`src/rtl/ins_cache.sv`:
```
// Instruction cache: holds one block of ISA_DEPTH instructions fetched from DDR and
// serves the instruction at addr_ins with one cycle of latency. A miss reloads the
// block that contains addr_ins.
// Optional build macro: INS_CACHE_STATS_EN adds saturating miss_cnt / hit_cnt outputs.
module ins_cache #(
    parameter int unsigned ADDR_WIDTH_MEM  = 16,
    parameter int unsigned ISA_DEPTH       = 64,
    parameter int unsigned TOTAL_ISA_DEPTH = 128,
    parameter int unsigned DDR_ADDR_WIDTH  = 28,
    parameter int unsigned ISA_WIDTH       = 64,
    parameter logic [DDR_ADDR_WIDTH-1:0] DDR_BASE_ISA = '0
) (
    input  logic                      clk,
    input  logic                      rst,
    input  logic [ADDR_WIDTH_MEM-1:0] addr_ins,
    output logic                      ins_cache_rdy,
    output logic [3:0]                st_cur_ins_cache,
    output logic [9:0]                load_times,
    output logic [ISA_WIDTH-1:0]      ins_out,
    output logic                      ddr_rd_req,
    output logic [DDR_ADDR_WIDTH-1:0] ddr_rd_addr,
    input  logic                      ddr_rd_gnt,
    input  logic [ISA_WIDTH-1:0]      ddr_rd_data,
    input  logic                      ddr_rd_data_valid
`ifdef INS_CACHE_STATS_EN
    ,
    output logic [15:0]               miss_cnt,
    output logic [15:0]               hit_cnt
`endif
);

    localparam int unsigned IDX_W = $clog2(ISA_DEPTH);
    // One instruction occupies 8 DDR bytes, so a block spans ISA_DEPTH*8 bytes.
    localparam int unsigned BLK_SHIFT = IDX_W + 3;

    typedef enum logic [3:0] {
        StStart   = 4'd1,
        StLoadIns = 4'd2,
        StSentIns = 4'd3
    } state_e;

    state_e                      state_q;
    logic [IDX_W-1:0]            fill_q;
    logic [9:0]                  blk_q;
    logic                        gnt_seen_q;
    logic [ISA_WIDTH-1:0]        mem [ISA_DEPTH];

    logic                        addr_valid;
    logic [9:0]                  tgt_blk;
    logic                        miss;
    logic [DDR_ADDR_WIDTH-1:0]   tgt_addr;
    logic                        accept;
    logic                        fill_last;

    // Address decode: validity, target block, miss and block start byte address.
    always_comb begin
        addr_valid = 32'(addr_ins) < TOTAL_ISA_DEPTH;
        tgt_blk    = addr_valid ? 10'(addr_ins >> IDX_W) : 10'd0;
        // Invalid addresses (e.g. 16'h8000 during a jump) are never a miss.
        miss       = addr_valid &&
                     ((load_times == 10'd0) || (tgt_blk != load_times - 10'd1));
        tgt_addr   = DDR_BASE_ISA + (DDR_ADDR_WIDTH'(tgt_blk) << BLK_SHIFT);
        // Words count only once the request has been granted; a grant with data
        // in the same cycle already accepts that word.
        accept     = (state_q == StLoadIns) && ddr_rd_data_valid &&
                     (gnt_seen_q || (ddr_rd_req && ddr_rd_gnt));
        fill_last  = fill_q == IDX_W'(ISA_DEPTH - 1);
    end

    assign st_cur_ins_cache = state_q;

    // Block storage; contents deliberately survive reset.
    always_ff @(posedge clk) begin
        if (accept) begin
            mem[fill_q] <= ddr_rd_data;
        end
    end

    // Cache control FSM with registered outputs.
    always_ff @(posedge clk or negedge rst) begin
        if (!rst) begin
            state_q       <= StStart;
            load_times    <= 10'd0;
            ins_cache_rdy <= 1'b0;
            ins_out       <= '0;
            ddr_rd_req    <= 1'b0;
            ddr_rd_addr   <= '0;
            fill_q        <= '0;
            blk_q         <= 10'd0;
            gnt_seen_q    <= 1'b0;
        end else begin
            unique case (state_q)
                StStart: begin
                    blk_q       <= tgt_blk;
                    ddr_rd_addr <= tgt_addr;
                    ddr_rd_req  <= 1'b1;
                    gnt_seen_q  <= 1'b0;
                    fill_q      <= '0;
                    state_q     <= StLoadIns;
                end
                StLoadIns: begin
                    if (ddr_rd_req && ddr_rd_gnt) begin
                        ddr_rd_req <= 1'b0;
                        gnt_seen_q <= 1'b1;
                    end
                    if (accept) begin
                        if (fill_last) begin
                            fill_q     <= '0;
                            load_times <= blk_q + 10'd1;
                            gnt_seen_q <= 1'b0;
                            state_q    <= StSentIns;
                        end else begin
                            fill_q <= fill_q + 1'b1;
                        end
                    end
                end
                StSentIns: begin
                    if (!addr_valid) begin
                        ins_cache_rdy <= 1'b0;
                    end else if (miss) begin
                        ins_cache_rdy <= 1'b0;
                        blk_q         <= tgt_blk;
                        ddr_rd_addr   <= tgt_addr;
                        ddr_rd_req    <= 1'b1;
                        gnt_seen_q    <= 1'b0;
                        fill_q        <= '0;
                        state_q       <= StLoadIns;
                    end else begin
                        ins_out       <= mem[addr_ins[IDX_W-1:0]];
                        ins_cache_rdy <= 1'b1;
                    end
                end
                default: begin
                    state_q <= StStart;
                end
            endcase
        end
    end

`ifdef INS_CACHE_STATS_EN
    logic miss_evt;
    logic hit_evt;

    always_comb begin
        miss_evt = (state_q == StSentIns) && miss;
        hit_evt  = (state_q == StSentIns) && ins_cache_rdy;
    end

    // Saturating miss / hit statistics.
    always_ff @(posedge clk or negedge rst) begin
        if (!rst) begin
            miss_cnt <= 16'd0;
            hit_cnt  <= 16'd0;
        end else begin
            if (miss_evt && (miss_cnt != 16'hFFFF)) begin
                miss_cnt <= miss_cnt + 16'd1;
            end
            if (hit_evt && (hit_cnt != 16'hFFFF)) begin
                hit_cnt <= hit_cnt + 16'd1;
            end
        end
    end
`endif

endmodule

```
`config.mk`:
```
export PLATFORM = sky130hd
export DESIGN_NAME = ins_cache
export DESIGN_NICKNAME = d
export VERILOG_FILES = /design/src/rtl/ins_cache.sv
export SDC_FILE = /design/constraint.sdc
export NUM_CORES = 2
export LEC_CHECK = 0
export CORE_UTILIZATION = 60
export CTS_BUF_LIST = sky130_fd_sc_hd__clkbuf_2
export CTS_CLUSTER_DIAMETER = 120
export CTS_CLUSTER_SIZE = 14
export DETAILED_ROUTE_END_ITERATION = 10
export GPL_TIMING_DRIVEN = 1
export PLACE_DENSITY = 0.86
export SLEW_MARGIN = 20
export SYNTH_ARGS = -nofsm -noshare
export SYNTH_HDL_FRONTEND = slang
export SYNTH_SLANG_ARGS = --single-unit
```
`constraint.sdc`:
```
create_clock -name clk -period 5.6 [get_ports clk]
set_input_delay 1.68 -clock clk [delete_from_list [all_inputs] [get_ports clk]]
set_output_delay 1.68 -clock clk [all_outputs]
set_load 0.005 [all_outputs]
```
Word-level counts from Yosys, hierarchy flattened --
Memory sizes are Yosys's and may differ from the RTL's. A register that Yosys moved wholly into a read port is not among the register bits. Index checks and enable logic that the tools add are counted.
Operators by class: add/subtract/negate cells 3, $lt $le $gt $ge 1, equality and inequality tests 10, muxes and demuxes 31, bitwise logic cells 1, reduce and logical (&&, ||, !) cells 17
Operators with widths (number):
- two-way mux 28 bit | 2
- case mux 28 bit (2 select lines) | 1
- two-way mux 10 bit | 3
- two-way mux 6 bit | 4
- case mux 10 bit (2 select lines) | 1
- case mux 6 bit (3 select lines) | 1
- less-than comparator 16 x 8 -> 1 bit (second input constant) | 1
- two-way mux 4 bit | 4
- two-way mux 1 bit | 12
- case mux 4 bit (3 select lines) | 1
- AND reduction 3 bit | 4
- AND reduction 4 bit | 3
- adder 10 x 1 -> 10 bit (second input constant) | 1
- logical NOT 10 bit | 1
- inequality test 10 bit | 1
- subtractor 10 x 1 -> 10 bit (second input constant) | 1
- == test 4 x 2 -> 1 bit (second input constant) | 2
- inequality test 2 bit (second input constant) | 4
- adder 6 x 1 -> 6 bit (second input constant) | 1
- == test 6 bit (second input constant) | 1
- case mux 1 bit (3 select lines) | 2
- == test 4 x 1 -> 1 bit (second input constant) | 1
- logical AND 1 bit | 4
- nonzero test 3 bit | 1
- other kinds (5) | 6
Storage, ports and cells: register bits 61, RAM bits 4096, input port bits 84, output and inout port bits 108, memories 1
Memories:
- mem | depth 64, width 64, rd ports 1, clocked after memory_dff 1, write ports 1, line 46 | logic [ISA_WIDTH-1:0] mem [ISA_DEPTH];

Longest topological paths before layout --
depth in word-level cells 8, gate-level depth with buffers 10

Worst setup path after synthesis --
Ideal clock, no wire load.
path type input to register, start input ddr_rd_gnt, end memory mem[63][0] (enable), data arrival time 5.190 ns, required time 5.113 ns, slack -0.076 ns, cell stages on the path 5, path buffers 1, cell sequence a21o_1 -> and4b_1 -> clkbuf_1 -> nand4_1 -> nor2_1
Between the ends: longest elaborated chain between the ends 5
Ends and longest elaborated chain:
- start: declaration | line 22 | input logic ddr_rd_gnt,
- logical AND 1 bit | line 66 | (gnt_seen_q || (ddr_rd_req && ddr_rd_gnt));
- logical OR 1 bit | line 66
- logical AND 1 bit | line 65 | accept = (state_q == StLoadIns) && ddr_rd_data_valid &&
- two-way mux 1 bit | line 74 | if (accept) begin
- two-way mux 1 bit (not written as such) | line 75 | mem[fill_q] <= ddr_rd_data;
- end: declaration | line 46
Every way passes these cells.

Worst setup path in the final report --
start register state_q[0], in the netlist st_cur_ins_cache[0], end output st_cur_ins_cache[0]
RTL lines:
- start: declaration | line 42 | state_e state_q;
- start signal: assignment | line 82 | state_q <= StStart;
- start signal: assignment | line 99 | state_q <= StLoadIns;
- start signal: assignment | line 111 | state_q <= StSentIns;
- end: declaration | line 17 | output logic [3:0] st_cur_ins_cache,
No word-level cell between the ends.

==> impl_metrics.csv <==
group,metric,value,unit
yosys,synthesis.area,0.161,mm^2
cells_and_area,drive_gt1_share,28.2,%
setup_path,reg2reg_depth,6,
cells_and_area,fin_cells,12044,
yosys,synthFlopType,"edfxtp_1",
clocking,clockRootBuffer,"clkbuf_2",
setup_path,timing.rr.end,"ins_out[2]",
job,maxCapViolCount,0,
yosys,yosys_warnings,0,
yosys,ys_seq_area_share,77.9,%
die,fp-row-count,189,
drt,viasPerCell,7.17,
global_route,grt_overflow,0,
sta,rsz0062_at_grt,"no",
yosys,post_synth_num_cell_types,60,
clocking,cts_buffers,341,
setup_path,crit_chain,"clkdlybuf4s50_1",
setup_path,worstSetupPathType,"reg2out",
sta,slew_violations,0,
yosys,async_flop_share,2.27,%
sta,setup_violations,0,
global_route,grt_pass1_vias,86847,
setup_path,worstPathMaxFanout,14,
yosys,avgSynthCellArea,20.4,um^2
yosys,synth_top_area_cell,"edfxtp_1",
global_route,grt_start_max_net_pins,99,
drt,ant_nets,0,
setup_path,critPathLaunchType,"flop",
setup_path,cp_data_required_time,3.92,ns
placed_design,portBuffers,171,
run_status,status,"complete, no violations",
power,peakVddDrop,250,uV
global_route,antenna_found_initial,17,
sta,relSlewSlack,17.5,%
die,pin_count,192,
yosys,ys_seq_elements,4191,
power,power.density,291,mW/mm^2
drt,vias,86395,
cells_and_area,area_growth,7.63,%
placed_design,dp_hpwl,239000,um
drt,routed_wl,426000,um
drt,drtIter0Drc,14086,
sta,final.setup.worst_slack,0.713,ns
power,p_total,50.4,mW
power,p_leak,53.8,nW
setup_path,critPathMaxStageDelay,0.73,ns
cells_and_area,layout_commonest_cell,"edfxtp_1",
global_route,grt_pass1_wl,604000,um
yosys,synth.top_cell.area_share,76.5,%
clocking,clock_path_buffers,4,
sta,fmax,205,MHz
clocking,h-tree-depth,5,
drt,route.detailed.wl_per_inst,35.4,um
placed_design,dp.cells,11491,
die,die_w,520,um
yosys,netlist_instances,7892,
setup_path,cp.buffers_inverters,1,
sta,hold_viol_final,0,
cells_and_area,most-common-layout-cells,"edfxtp_1, mux2_2, clkbuf_2, mux4_2, o22ai_1",
die,die_h,520,um
die,initial_core_util,60.5,%
setup_path,endpoint,"st_cur_ins_cache[0]",
cells_and_area,finalNetCount,8392,
clocking,clk_latency,1.89,ns
clocking,cts_tree,"done",
placed_design,place_ws,0.529,ns
clocking,clock-sinks,4191,
global_route,track_usage,31.4,%
drt,drtPass1Iterations,6,
sta,skew,0.139,ns
die,die_area,0.270,mm^2
die,core,0.266,mm^2
sta,period_share,87.3,%
sta,worst-slew-pin-transition,1.23,ns
setup_path,cp_top_family,"flip-flops",
hold_path,hold_depth,1,
setup_path,cp-startpoint,"st_cur_ins_cache[0]",
hold_path,hold_path_class,"in2reg",
setup_path,r2r_start,"load_times[3]",
setup_path,rrSetupSlack,1.92,ns
setup_path,critPathCaptureType,"output port",
yosys,synth_area_leaders,"edfxtp_1, mux4_2, mux2_2",
clocking,clk_pin_slew_worst_paths,0.25,ns
setup_path,path_depth,1,
yosys,synth-edff-count,4096,
setup_path,slowest_stage,"dfstp_2",
drt,drc,0,
setup_path,cp.arrival,3.21,ns
sta,min_period,4.89,ns
placed_design,gp_congestion,0.851,
[power breakdown]
| part | leakage, nW | switching, mW | internal [mW] | total, mW |
|---|---|---|---|---|
| Sequential | 38.1 | 0.160 | 34.9 | 35.1 |
| Combinational | 13.4 | 2.46 | 1.23 | 3.69 |
| Clock | 2.26 | 9.09 | 2.55 | 11.6 |
[area by class of cell]
type / count / area, um^2
Fill cell: 16102 / 92700
Inverter: 7 / 26.3
Timing Repair Buffer: 570 / 6510
Antenna cell: 15 / 37.5
Clock inverter: 14 / 169
Tap cell: 3533 / 4420
Sequential cell: 4191 / 125000
Multi-Input combinational cell: 3193 / 34000
Clock buffer: 521 / 2610
[routing by layer]
layer	wire [um]	up-vias	global-route usage, %
li1	-	33748	-
met1	138000	43523	41.5
met2	199000	7535	49.3
met3	61800	1579	6.91
met4	26800	10	16.5
met5	67	-	0
[through the flow]
step | instance area [um^2] | util, % | hold slack, ns | TNS, ns
after floorplan | 161000 | - | 0.484 | -81.73
after global placement | 170000 | 64.1 | 0.501 | 0
after detailed placement | 170000 | 64.1 | 0.520 | 0
after CTS | 173000 | 65.1 | 0.261 | 0
after global routing | 173000 | 65.1 | 0.101 | 0
final | 173000 | 65.1 | 0.191 | 0
[synth_stat cells, types with 3 or more instances]
| cell type | number |
|---|---|
| nor2b_1 | 131 |
| buf_4 | 21 |
| edfxtp_1 | 4096 |
| inv_1 | 7 |
| o41ai_1 | 65 |
| and3_1 | 3 |
| o21ai_0 | 14 |
| xor2_1 | 10 |
| nand2b_1 | 4 |
| a211oi_1 | 128 |
| o31ai_2 | 49 |
| ha_1 | 4 |
| nor4b_1 | 65 |
| mux2_2 | 769 |
| buf_2 | 55 |
| nor2_1 | 71 |
| buf_6 | 5 |
| mux2i_1 | 128 |
| clkbuf_1 | 328 |
| nand4_1 | 5 |
| nor4_1 | 65 |
| nand2_1 | 157 |
| or3_1 | 6 |
| and2_1 | 12 |
| dfrtp_1 | 94 |
| o31ai_1 | 16 |
| a22oi_1 | 256 |
| nor3_1 | 131 |
| xnor2_1 | 3 |
| a2111oi_0 | 128 |
| nand3_1 | 16 |
| or4_1 | 4 |
| o22ai_1 | 386 |
| buf_1 | 111 |
| mux4_2 | 512 |
| or2_2 | 4 |
[worst min path at each step]
stage / from / slack, ns / to
4_1_cts: ddr_rd_data[18] / 0.26 / mem[26][18]
3_3_place_gp: gnt_seen_q / 0.50 / gnt_seen_q
3_5_place_dp: gnt_seen_q / 0.52 / gnt_seen_q
5_1_grt: ddr_rd_data[27] / 0.10 / mem[58][27]
2_1_floorplan: gnt_seen_q / 0.48 / gnt_seen_q
6_report: ddr_rd_data[27] / 0.19 / mem[50][27]
[registers in the layout, summed over array words and instances (netlist names)]
signal and count:
gnt_seen_q 1, load_times 10, ddr_rd_req 1, ins_cache_rdy 1, ins_out 64, blk_q 10
mem 4096, fill_q 6, st_cur_ins_cache 2
[kinds of logic (layout without fill, tap and decap cells)]
kind of cell	count (synthesis)	in the layout	synth area share, %
buf+inv	527	1112	1.34
other cells	1	35	0.00233
flops	4191	4191	77.9
simple gates	685	685	2.32
fa+ha+maj	4	4	0.0311
compound gates	1062	1062	4.94
mux	1409	1409	13.3
xor+xnor	13	13	0.0708
[timing repair]
| action | CTS | global route |
|---|---|---|
| hold buffers | 1 | 0 |
| setup endpoints to repair | 0 | 0 |
| gates resized for setup | 0 | 0 |
| hold endpoints to repair | 72 | 0 |
| setup buffers | 0 | 0 |
Power figures use the tool's default switching activity.
